## src/rtl/uart_tx_stream.sv

```systemverilog
// UART serial transmitter fed by a small word FIFO with a valid/ready push port.
// Framing (data width, parity, stop bits, inter-frame idle time) is fixed at elaboration.
module uart_tx_stream #(
  parameter int CLOCK_HZ  = 50_000_000,
  parameter int BAUD_RATE = 115200,
  parameter int DATA_BITS = 8,
  parameter int PARITY    = 0,
  parameter int STOP_BITS = 1,
  parameter int IDLE_BITS = 0,
  parameter int DEPTH     = 4
) (
  input  logic                       clk,
  input  logic                       rst,
  input  logic [DATA_BITS-1:0]       in_data,
  input  logic                       in_valid,
  output logic                       in_ready,
  output logic                       tx,
  output logic                       busy,
  output logic [$clog2(DEPTH+1)-1:0] fifo_count,
  output logic                       frame_done
);
  localparam int CLKS_PER_BIT = CLOCK_HZ / BAUD_RATE;
  localparam int CNT_W        = $clog2(CLKS_PER_BIT);
  localparam int PTR_W        = $clog2(DEPTH);
  localparam int CW           = $clog2(DEPTH + 1);

  localparam logic [CNT_W-1:0] BAUD_LAST = CNT_W'(CLKS_PER_BIT - 1);
  localparam logic [3:0]       DATA_LAST = 4'(DATA_BITS - 1);
  localparam logic [3:0]       STOP_LAST = 4'(STOP_BITS - 1);
  localparam logic [3:0]       GAP_LAST  = 4'(IDLE_BITS - 1);

  typedef enum logic [2:0] {
    S_IDLE,
    S_START,
    S_DATA,
    S_PARITY,
    S_STOP,
    S_GAP
  } state_t;

  logic [DATA_BITS-1:0] mem [DEPTH];
  logic [PTR_W-1:0]     wr_ptr_reg;
  logic [PTR_W-1:0]     rd_ptr_reg;
  logic [CW-1:0]        count_reg;
  logic                 push;
  logic                 pop;

  state_t               state_reg, state_next;
  logic [CNT_W-1:0]     baud_reg, baud_next;
  logic [3:0]           bit_reg, bit_next;
  logic [DATA_BITS-1:0] shift_reg, shift_next;
  logic                 parity_reg, parity_next;
  logic                 tx_reg, tx_next;
  logic                 bit_end;

  assign in_ready   = !rst && (count_reg < CW'(DEPTH));
  assign push       = in_valid && in_ready;
  assign pop        = (state_reg == S_IDLE) && (count_reg != '0);
  assign fifo_count = count_reg;
  assign tx         = tx_reg;
  assign busy       = (state_reg != S_IDLE) || (count_reg != '0);

  always_ff @(posedge clk) begin
    if (push) begin
      mem[wr_ptr_reg] <= in_data;
    end
  end

  // Pointers are exactly log2(DEPTH) wide, so they wrap without explicit compare.
  always_ff @(posedge clk) begin
    if (rst) begin
      wr_ptr_reg <= '0;
      rd_ptr_reg <= '0;
      count_reg  <= '0;
    end else begin
      if (push) wr_ptr_reg <= wr_ptr_reg + 1'b1;
      if (pop)  rd_ptr_reg <= rd_ptr_reg + 1'b1;
      case ({push, pop})
        2'b10:   count_reg <= count_reg + 1'b1;
        2'b01:   count_reg <= count_reg - 1'b1;
        default: count_reg <= count_reg;
      endcase
    end
  end

  // The FIFO read is registered straight into the shift register on pop.
  always_ff @(posedge clk) begin
    if (pop) begin
      shift_reg <= mem[rd_ptr_reg];
    end else begin
      shift_reg <= shift_next;
    end
  end

  always_ff @(posedge clk) begin
    if (rst) begin
      state_reg  <= S_IDLE;
      baud_reg   <= '0;
      bit_reg    <= '0;
      parity_reg <= 1'b0;
      tx_reg     <= 1'b1;
    end else begin
      state_reg  <= state_next;
      baud_reg   <= baud_next;
      bit_reg    <= bit_next;
      parity_reg <= parity_next;
      tx_reg     <= tx_next;
    end
  end

  always_comb begin
    state_next  = state_reg;
    baud_next   = baud_reg;
    bit_next    = bit_reg;
    shift_next  = shift_reg;
    parity_next = parity_reg;
    tx_next     = tx_reg;
    frame_done  = 1'b0;
    bit_end     = (baud_reg == BAUD_LAST);

    if (state_reg != S_IDLE) begin
      baud_next = bit_end ? '0 : baud_reg + 1'b1;
    end

    case (state_reg)
      S_IDLE: begin
        tx_next = 1'b1;
        if (count_reg != '0) begin
          tx_next     = 1'b0;
          state_next  = S_START;
          baud_next   = '0;
          bit_next    = '0;
          // Odd parity starts the running XOR at 1.
          parity_next = (PARITY == 2);
        end
      end
      S_START: begin
        if (bit_end) begin
          tx_next    = shift_reg[0];
          state_next = S_DATA;
          bit_next   = '0;
        end
      end
      S_DATA: begin
        if (bit_end) begin
          parity_next = parity_reg ^ shift_reg[0];
          shift_next  = shift_reg >> 1;
          if (bit_reg == DATA_LAST) begin
            bit_next = '0;
            if (PARITY != 0) begin
              state_next = S_PARITY;
              tx_next    = parity_reg ^ shift_reg[0];
            end else begin
              state_next = S_STOP;
              tx_next    = 1'b1;
            end
          end else begin
            bit_next = bit_reg + 1'b1;
            tx_next  = shift_reg[1];
          end
        end
      end
      S_PARITY: begin
        if (bit_end) begin
          state_next = S_STOP;
          tx_next    = 1'b1;
          bit_next   = '0;
        end
      end
      S_STOP: begin
        tx_next = 1'b1;
        if (bit_end) begin
          if (bit_reg == STOP_LAST) begin
            frame_done = 1'b1;
            bit_next   = '0;
            state_next = (IDLE_BITS > 0) ? S_GAP : S_IDLE;
          end else begin
            bit_next = bit_reg + 1'b1;
          end
        end
      end
      S_GAP: begin
        tx_next = 1'b1;
        if (bit_end) begin
          if (bit_reg == GAP_LAST) begin
            bit_next   = '0;
            state_next = S_IDLE;
          end else begin
            bit_next = bit_reg + 1'b1;
          end
        end
      end
      default: begin
        state_next = S_IDLE;
        tx_next    = 1'b1;
      end
    endcase
  end

endmodule
```

## config.mk

```make
export PLATFORM = sky130hd
export DESIGN_NAME = uart_tx_stream
export DESIGN_NICKNAME = d
export VERILOG_FILES = /design/src/rtl/uart_tx_stream.sv
export SDC_FILE = /design/constraint.sdc
export NUM_CORES = 1
export LEC_CHECK = 0
export ABC_AREA = 1
export BUFFER_PORTS_ARGS = -buffer_cell sky130_fd_sc_hd__buf_4
export CORE_UTILIZATION = 50
export CTS_CLUSTER_SIZE = 24
export DETAILED_ROUTE_END_ITERATION = 8
export PLACE_DENSITY_LB_ADDON = 0.1
export SYNTH_ARGS = -nofsm -noshare
export SYNTH_HDL_FRONTEND = slang
export SYNTH_SLANG_ARGS = --single-unit
```

## constraint.sdc

```tcl
create_clock -name clk -period 2.45 [get_ports clk]
set_input_delay 0.1225 -clock clk [delete_from_list [all_inputs] [get_ports clk]]
set_output_delay 0.1225 -clock clk [all_outputs]
set_load 0.01 [all_outputs]
```

; ---- Yosys cells after proc, flatten, opt, wreduce, memory -nomap -nowiden
; Memory sizes are Yosys's and may differ from the RTL's. A register that Yosys moved wholly into a read port is not among the register bits.
; Cells that the tools add are included.
[classes]
addsub = 6
n_mul = 0
n_div = 0
order_cmp = 1
eq_ne = 20
n_shift = 0
mux = 40
bitwise_logic = 0
reduce_logical = 18
[ops]
columns = cell, n
row1 = 9-bit two-way mux, 4
row2 = 4-bit two-way mux, 8
row3 = 3-bit two-way mux, 9
row4 = 8-bit two-way mux, 3
row5 = 4-bit one-hot mux with 5 select lines, 1
row6 = 3-bit one-hot mux with 6 select lines, 1
row7 = "2-bit != test, second input constant", 8
row8 = 1-bit two-way mux, 10
row9 = "9-bit by 1-bit adder with 9-bit output, second input constant", 1
row10 = "9-bit equality test, second input constant", 1
row11 = 9-bit AND reduction, 1
row12 = "3-bit by 2-bit equality test with 1-bit output, second input constant", 2
row13 = "3-bit equality test, second input constant", 2
row14 = 3-bit one-hot mux with 2 select lines, 1
row15 = 6-bit AND reduction, 1
row16 = 2-bit nonzero test, 3
row17 = 3-bit nonzero test, 2
row18 = 5-bit nonzero test, 1
row19 = "2-bit by 1-bit adder with 2-bit output, second input constant", 2
row20 = "4-bit by 1-bit adder with 4-bit output, second input constant", 1
row21 = "4-bit by 3-bit equality test with 1-bit output, second input constant", 1
row22 = "4-bit equality test, second input constant", 1
row23 = 4-bit logical NOT, 1
row24 = 2-bit two-way mux, 2
row25 = 15 further kinds, 18
[totals]
reg_bits = 32
latch_bits = 0
ram_bits = 32
mem_bits_ro = 0
out_inout_bits = 7
elab_cells = 94
mem_count = 1
[mem_list]
columns = memory, depth, word_bits, read_ports, rd_clocked_by_memory_dff, write_ports, line
row1 = mem, 4, 8, 1, 1, 1, 41  ; logic [DATA_BITS-1:0] mem [DEPTH];

; ---- Longest topological paths before layout
; Gate-level depths: netlist (run 1).
[logic_depth]
word_depth = 5
depth_mapped = 12
mapped_depth_nobuf = 11

; ---- Worst setup path before layout (run 1)
; No wires, ideal clock.
[synth_path]
path_type = register to register
from = register count_reg[0] (netlist: fifo_count[0])
to = register count_reg[2] (netlist: fifo_count[2])
setup_time_ps = 130
arrival_ps = 1962
setup_slack_ps = 358
path_stages_with_launch = 13
path_cell_list = dfxtp_1 -> inv_2 -> nand3_1 -> inv_1 -> nor2_1 -> buf_2 -> ha_1 -> inv_1 -> fa_1 -> a21oi_1 -> o21ai_0 -> xor2_1 -> nor2_1
[synth_via]
elab_chain_cells = 5
elab_cells_between_ends = 11
[synth_rtl]
columns = item, line
row1 = from (decl), 44  ; logic [CW-1:0] count_reg;
row2 = from (signal assigned), 79  ; 2'b10: count_reg <= count_reg + 1'b1;
row3 = from (signal assigned), 80  ; 2'b01: count_reg <= count_reg - 1'b1;
row4 = from (signal assigned), 81  ; default: count_reg <= count_reg;
row5 = 3-bit less-than comparator, 56  ; assign in_ready = !rst && (count_reg < CW'(DEPTH));
row6 = 1-bit logical AND, 56
row7 = 1-bit logical AND, 57  ; assign push = in_valid && in_ready;
row8 = 2-bit by 1-bit equality test with 1-bit output or 2-bit equality test (tied branches), 78  ; case ({push, pop})
row9 = 3-bit one-hot mux with 2 select lines or 2-bit nonzero test (tied branches), -
; Parallel ways exist; a longest one is shown, timed or not.
; A chain may end at the register's enable or synchronous reset.

; ---- Final worst setup path (run 1)
[layout_path]
from = register baud_reg[0]
to = register shift_reg[2], enable pin
[layout_via]
elab_chain_cells = 3
[layout_rtl]
columns = item, line
row1 = from (decl), 49  ; logic [CNT_W-1:0] baud_reg, baud_next;
row2 = from (signal assigned), 104  ; baud_reg <= baud_next;
row3 = 9-bit equality test, 119  ; bit_end = (baud_reg == BAUD_LAST);
row4 = 2-bit nonzero test (no source line), -
row5 = 2-bit AND reduction (no source line), -
row6 = to (signal assigned), 89  ; shift_reg <= mem[rd_ptr_reg];
row7 = to (signal assigned), 91  ; shift_reg <= shift_next;
row8 = to (decl), 51  ; logic [DATA_BITS-1:0] shift_reg, shift_next;
; Every way passes these cells.

==> flow_summary_export.csv, run 1 <==
group,metric,value,unit
clock_network,insertion_delay,330,ps
synth,yosysMostFrequentCell,"nor2_1",
floorplanning,core_area,0.005956,mm²
setup_path,path_class,"flop to flop",
clock_network,post_cts_resized,0,
synth,synth.top_cell.area_share,38.63,%
setup_path,startpoint_type,"flop",
clock_network,ctsHtreeMaxLevel,3,
hold_path,hold_class,"input port to flop",
layout,area_growth,14.65,%
sta,final-max-slew-violation-count,0,
sta,worst_pin_slew,1086,ps
sta,final_hold_viol_count,0,
floorplanning,die_w,80.86,µm
sta,fin_setup_tns,0,ps
route,drt_wl_total,5623,µm
synth,syn_avg_cell_area,9.393,µm²
floorplanning,die_area,0.006538,mm²
flow_run,maxCapViolCount,0,
global_route,grt_pass1_wl,9349,µm
layout,final_nets,385,
route,drtPass1Iterations,4,
route,viasPerCell,5.027,
clock_network,clk_pin_slew,70,ps
place,hpwl,3911,µm
sta,fmax,462.7,MHz
clock_network,cts_tree,"done",
run_status,status,"finished, final reports clean",
synth,ys_types,37,
layout,final_util,59.85,%
clock_network,post_cts_buffers,0,
pwr,peakVddDrop,0.4927,mV
pwr,p_leak,0.001354,µW
synth,yosysSeqAreaShare,55.37,%
sta,rsz0062_at_grt,"no",
place,gp_congestion,0.7915,
setup_path,cp.required,2400,ps
sta,period_needed,2161,ps
synth,yosysTopAreaCell,"edfxtp_1",
synth,synth_edf_count,40,
layout,antenna_cells,0,
clock_network,cts_root_buffer,"clkbuf_8",
layout,seq_area,0.001722,mm²
route,drc,0,
sta,skew,7.380,ps
setup_path,worstPathMaxFanout,8,
sta,finalCritPeriodShare,88.22,%
layout,drive_gt1_share,18.70,%
synth,synth_area,0.003109,mm²
clock_network,cts_sinks,66,
synth,synth.top_cells.by_count,"nor2_1, nand2_1, edfxtp_1",
floorplanning,pin_count,18,
synth,dominantRegCellSynth,"edfxtp_1",
synth,synth_async_sr_flop_share,0,%
global_route,gr-total-overflow,0,
sta,max-slew-margin-rel,26.84,%
synth,synth_fp_nets,352,
layout,multi_input_area,0.001196,mm²
clock_network,cts_buffers,9,
layout,fill_cells,546,
synth,synthTopCellsByArea,"edfxtp_1, dfxtp_1, nor2_1, nand2_1, ha_1",
route,drt-initial-drc-count,101,
floorplanning,rows,28,
synth,synth_cells,331,
route,ant_nets,0,
route,vias,2232,
sta,setup_viol,0,
synth,ys_seq_elements,66,
layout,largest_reg_flops,32,
synth,yosys_warnings,0,
clock_network,postCtsHoldBufs,8,
place,io_buffers,17,
pwr,powerDensity,1065,mW/mm²
floorplanning,fp.dieH,80.86,µm
global_route,grt_pass1_vias,2065,
clock_network,cts_buffer_depth,2,
place,place_inst,420,
global_route,antenna_found_initial,0,
setup_path,crit_arrival,2110,ps
global_route,grt_max_degree,19,
layout,finalNonFillerCells,444,
setup_path,critPathCaptureType,"flop",
global_route,track_usage,19.45,%
floorplanning,start_util,52.21,%
route,wl_per_cell,12.66,µm
## metal layers
metal / track usage (%) / wire, µm / up-vias
met3: 3.820 / 163 / 4
met1: 23.06 / 2623 / 1022
met2: 33.45 / 2805 / 34
met5: 0 / 0 / -
li1: - / - / 1172
met4: 9.821 / 30 / 0
## logic make-up (layout without fill, tap and decap cells)
| kind of cell | Yosys count | after routing | share of synthesized area, % |
|---|---|---|---|
| AOI/OAI and AO/OA | 61 | 61 | 11.23 |
| and+or+nand+nor | 146 | 146 | 22.13 |
| DFF | 66 | 66 | 55.37 |
| xor gates and xnor gates | 3 | 3 | 0.8452 |
| buffers and inverters | 45 | 83 | 6.157 |
| adders and majority gates | 10 | 10 | 4.266 |
## worst max-delay path, cell delays in order (launching register included)
cell     delay, ps
dfxtp_1        410
ha_1           200
nand2_1         60
nor2_1         130
nand2_2        110
o21ai_0        860
## layout by cell type, fill, tap and decap left out, types with 15 or more instances in the layout
cell type,instances
nand3_1,15
o21ai_0,22
dfxtp_1,26
a21oi_1,20
inv_1,26
buf_4,23
edfxtp_1,40
nand2_1,41
nor2_1,63
## worst paths after layout
path / startpoint / end / slack [ps] / cells after the start
worst max-delay path: baud_reg[0] / shift_reg[2] / 290 / 5
worst min-delay path: rst / baud_reg[1] / 80 / 2
worst max register to register: baud_reg[0] / shift_reg[2] / 290 / 5
worst min register to register: rd_ptr_reg[1] / flop / 470 / 2
## power breakdown
| group | internal [µW] | total (µW) | switching [µW] |
|---|---|---|---|
| combinational | 533 | 1500 | 963 |
| sequential | 1420 | 1550 | 122 |
| clock | 352 | 754 | 401 |
## cell type report
| class | count | share of cell area (%) |
|---|---|---|
| Tap cell | 75 | 2.633 |
| Inverter | 36 | 3.931 |
| Timing Repair Buffer | 31 | 7.090 |
| Multi-Input combinational cell | 220 | 33.56 |
| Clock buffer | 9 | 3.475 |
| Clock inverter | 7 | 1.018 |
| Sequential cell | 66 | 48.30 |
## stage by stage
step	setup WS (ps)	cell area (µm²)	hold WS [ps]	total power, µW
after floorplan	357.8	3109	195.5	2723
after global placement	357.6	3324	322.8	3051
after detailed placement	282.3	3324	324.5	3075
after CTS	265.2	3565	52.80	3841
after global routing	89.53	3565	72.91	4085
final	288.6	3565	75.05	3795
(Power assumes the default switching activity.)
==> run 2, diff against run 1 <==
--- a/config.mk
+++ b/config.mk
@@ -7,7 +7,7 @@
 export LEC_CHECK = 0
 export ABC_AREA = 1
 export BUFFER_PORTS_ARGS = -buffer_cell sky130_fd_sc_hd__buf_4
-export CORE_UTILIZATION = 50
+export CORE_UTILIZATION = 40
 export CTS_CLUSTER_SIZE = 24
 export DETAILED_ROUTE_END_ITERATION = 8
 export PLACE_DENSITY_LB_ADDON = 0.1
==> flow_summary_export.csv, run 2 (synthesized netlist as in run 1, its figures left out) <==
group,metric,value,unit
setup_path,cp.required,2400,ps
run_status,status,"finished, final reports clean",
global_route,grt_use_met1,19.47,%
sta,skew,11.24,ps
setup_path,critPathCaptureType,"flop",
setup_path,startpoint_type,"flop",
pwr,p_leak,0.001394,µW
clock_network,cts_buffers,9,
layout,largest_reg_flops,32,
route,wl_per_cell,12.32,µm
setup_path,crit_arrival,2070,ps
layout,multi_input_area,0.001196,mm²
global_route,busiest_layer,"met2",
global_route,grt_pass1_wl,9673,µm
sta,final_hold_viol_count,0,
floorplanning,fp.dieH,90.17,µm
layout,mostFrequentLayoutCells,"nor2_1, nand2_1, edfxtp_1",
setup_path,path_class,"flop to flop",
floorplanning,die_area,0.008130,mm²
pwr,powerDensity,1117,mW/mm²
route,drt_wl_total,5777,µm
clock_network,ctsHtreeMaxLevel,3,
route,viasPerCell,4.719,
clock_network,post_cts_resized,0,
layout,antenna_cells,0,
sta,hold_ws,63.63,ps
sta,final-max-slew-violation-count,0,
pwr,peakVddDrop,0.3516,mV
global_route,gr-total-overflow,0,
sta,setup_viol,0,
clock_network,cts_buffer_depth,2,
route,drtPass1Iterations,4,
layout,seq_area,0.001722,mm²
sta,finalCritPeriodShare,86.62,%
sta,rsz0062_at_grt,"no",
global_route,grt_pass1_vias,2097,
floorplanning,rows,31,
sta,worst_pin_slew,1068,ps
route,drt-initial-drc-count,59,
floorplanning,core_area,0.007370,mm²
flow_run,maxCapViolCount,0,
layout,area_growth,17.87,%
setup_path,worstPathMaxFanout,8,
place,io_buffers,17,
route,drc,0,
clock_network,cts_root_buffer,"clkbuf_8",
layout,fill_cells,693,
hold_path,hold_class,"input port to flop",
floorplanning,pin_count,18,
clock_network,clk_pin_slew,80,ps
clock_network,cts_tree,"done",
route,vias,2213,
global_route,antenna_found_initial,0,
sta,max-slew-margin-rel,28.05,%
floorplanning,start_util,42.19,%
place,hpwl,4077,µm
layout,drive_gt1_share,19.46,%
sta,period_needed,2122,ps
place,gp_congestion,0.7845,
floorplanning,die_w,90.17,µm
layout,layout_commonest_cell,"nor2_1",
global_route,grt_use_met3,3.807,%
sta,fin_setup_tns,0,ps
clock_network,cts_sinks,66,
layout,final_nets,386,
sta,fmax,471.2,MHz
global_route,track_usage,15.21,%
global_route,met2_usage,24.11,%
clock_network,insertion_delay,340,ps
global_route,grt_max_degree,20,
route,ant_nets,0,
==> run 2: cell count changes in the layout (fill, tap and decap cells not counted), sizes merged <==
cell and delta:
clkinv -3, inv +3, bufinv +2, clkinvlp -2, buf +1
==> run 2: final cells by class <==
class / instances / area share, %
clock buffers: 9 / 3.380
clock inverters: 7 / 2.697
inverters: 36 / 3.824
multi-input cells: 220 / 32.64
flip-flops and latches: 66 / 46.98
well taps: 99 / 3.380
repair buffers: 32 / 7.101
==> run 2: per-layer routing <==
layer / vias to the layer above / wire length [µm]
met4: 0 / 91
met1: 1006 / 2932
met3: 7 / 122
li1: 1176 / -
met5: - / 0
met2: 24 / 2630
==> run 2: power breakdown <==
group / internal (µW) / total, µW / switching [µW]
clock: 582 / 1020 / 439
sequential: 1420 / 1540 / 117
combinational: 544 / 1530 / 989
==> run 2: final timing paths <==
kind	start	endpoint	slack, ps	depth (start not counted)
worst max-delay path	baud_reg[1]	shift_reg[2]	330	6
worst min-delay path	rst	baud_reg[1]	60	2
worst max register to register	baud_reg[1]	shift_reg[2]	330	6
worst min register to register	baud_reg[3]	baud_reg[3]	470	2
==> run 2: timing repair <==
item / in CTS / in global routing
hold endpoints to repair: 32 / 0
hold buffers: 8 / 0
setup buffers: 0 / 0
==> run 2: critical path: stages, from the launching register on <==
cell and delay [ps]:
dfxtp_1 330, inv_1 90, ha_1 170, nand2_1 60, nor2_1 130, nand2_2 110, o21ai_0 850
==> run 2: per-stage QoR <==
| step | utilization (%) | setup WS, ps | instance area [µm²] | power (µW) | instances |
|---|---|---|---|---|---|
| after floorplan | - | 357.8 | 3109 | 2723 | 331 |
| after global placement | 45.62 | 342.7 | 3362 | 3094 | 445 |
| after detailed placement | 45.62 | 281.0 | 3362 | 3104 | 445 |
| after CTS | 49.73 | 273.0 | 3665 | 4152 | 469 |
| after global routing | 49.73 | 53.74 | 3665 | 4408 | 469 |
| final | 49.73 | 327.8 | 3665 | 4094 | 469 |
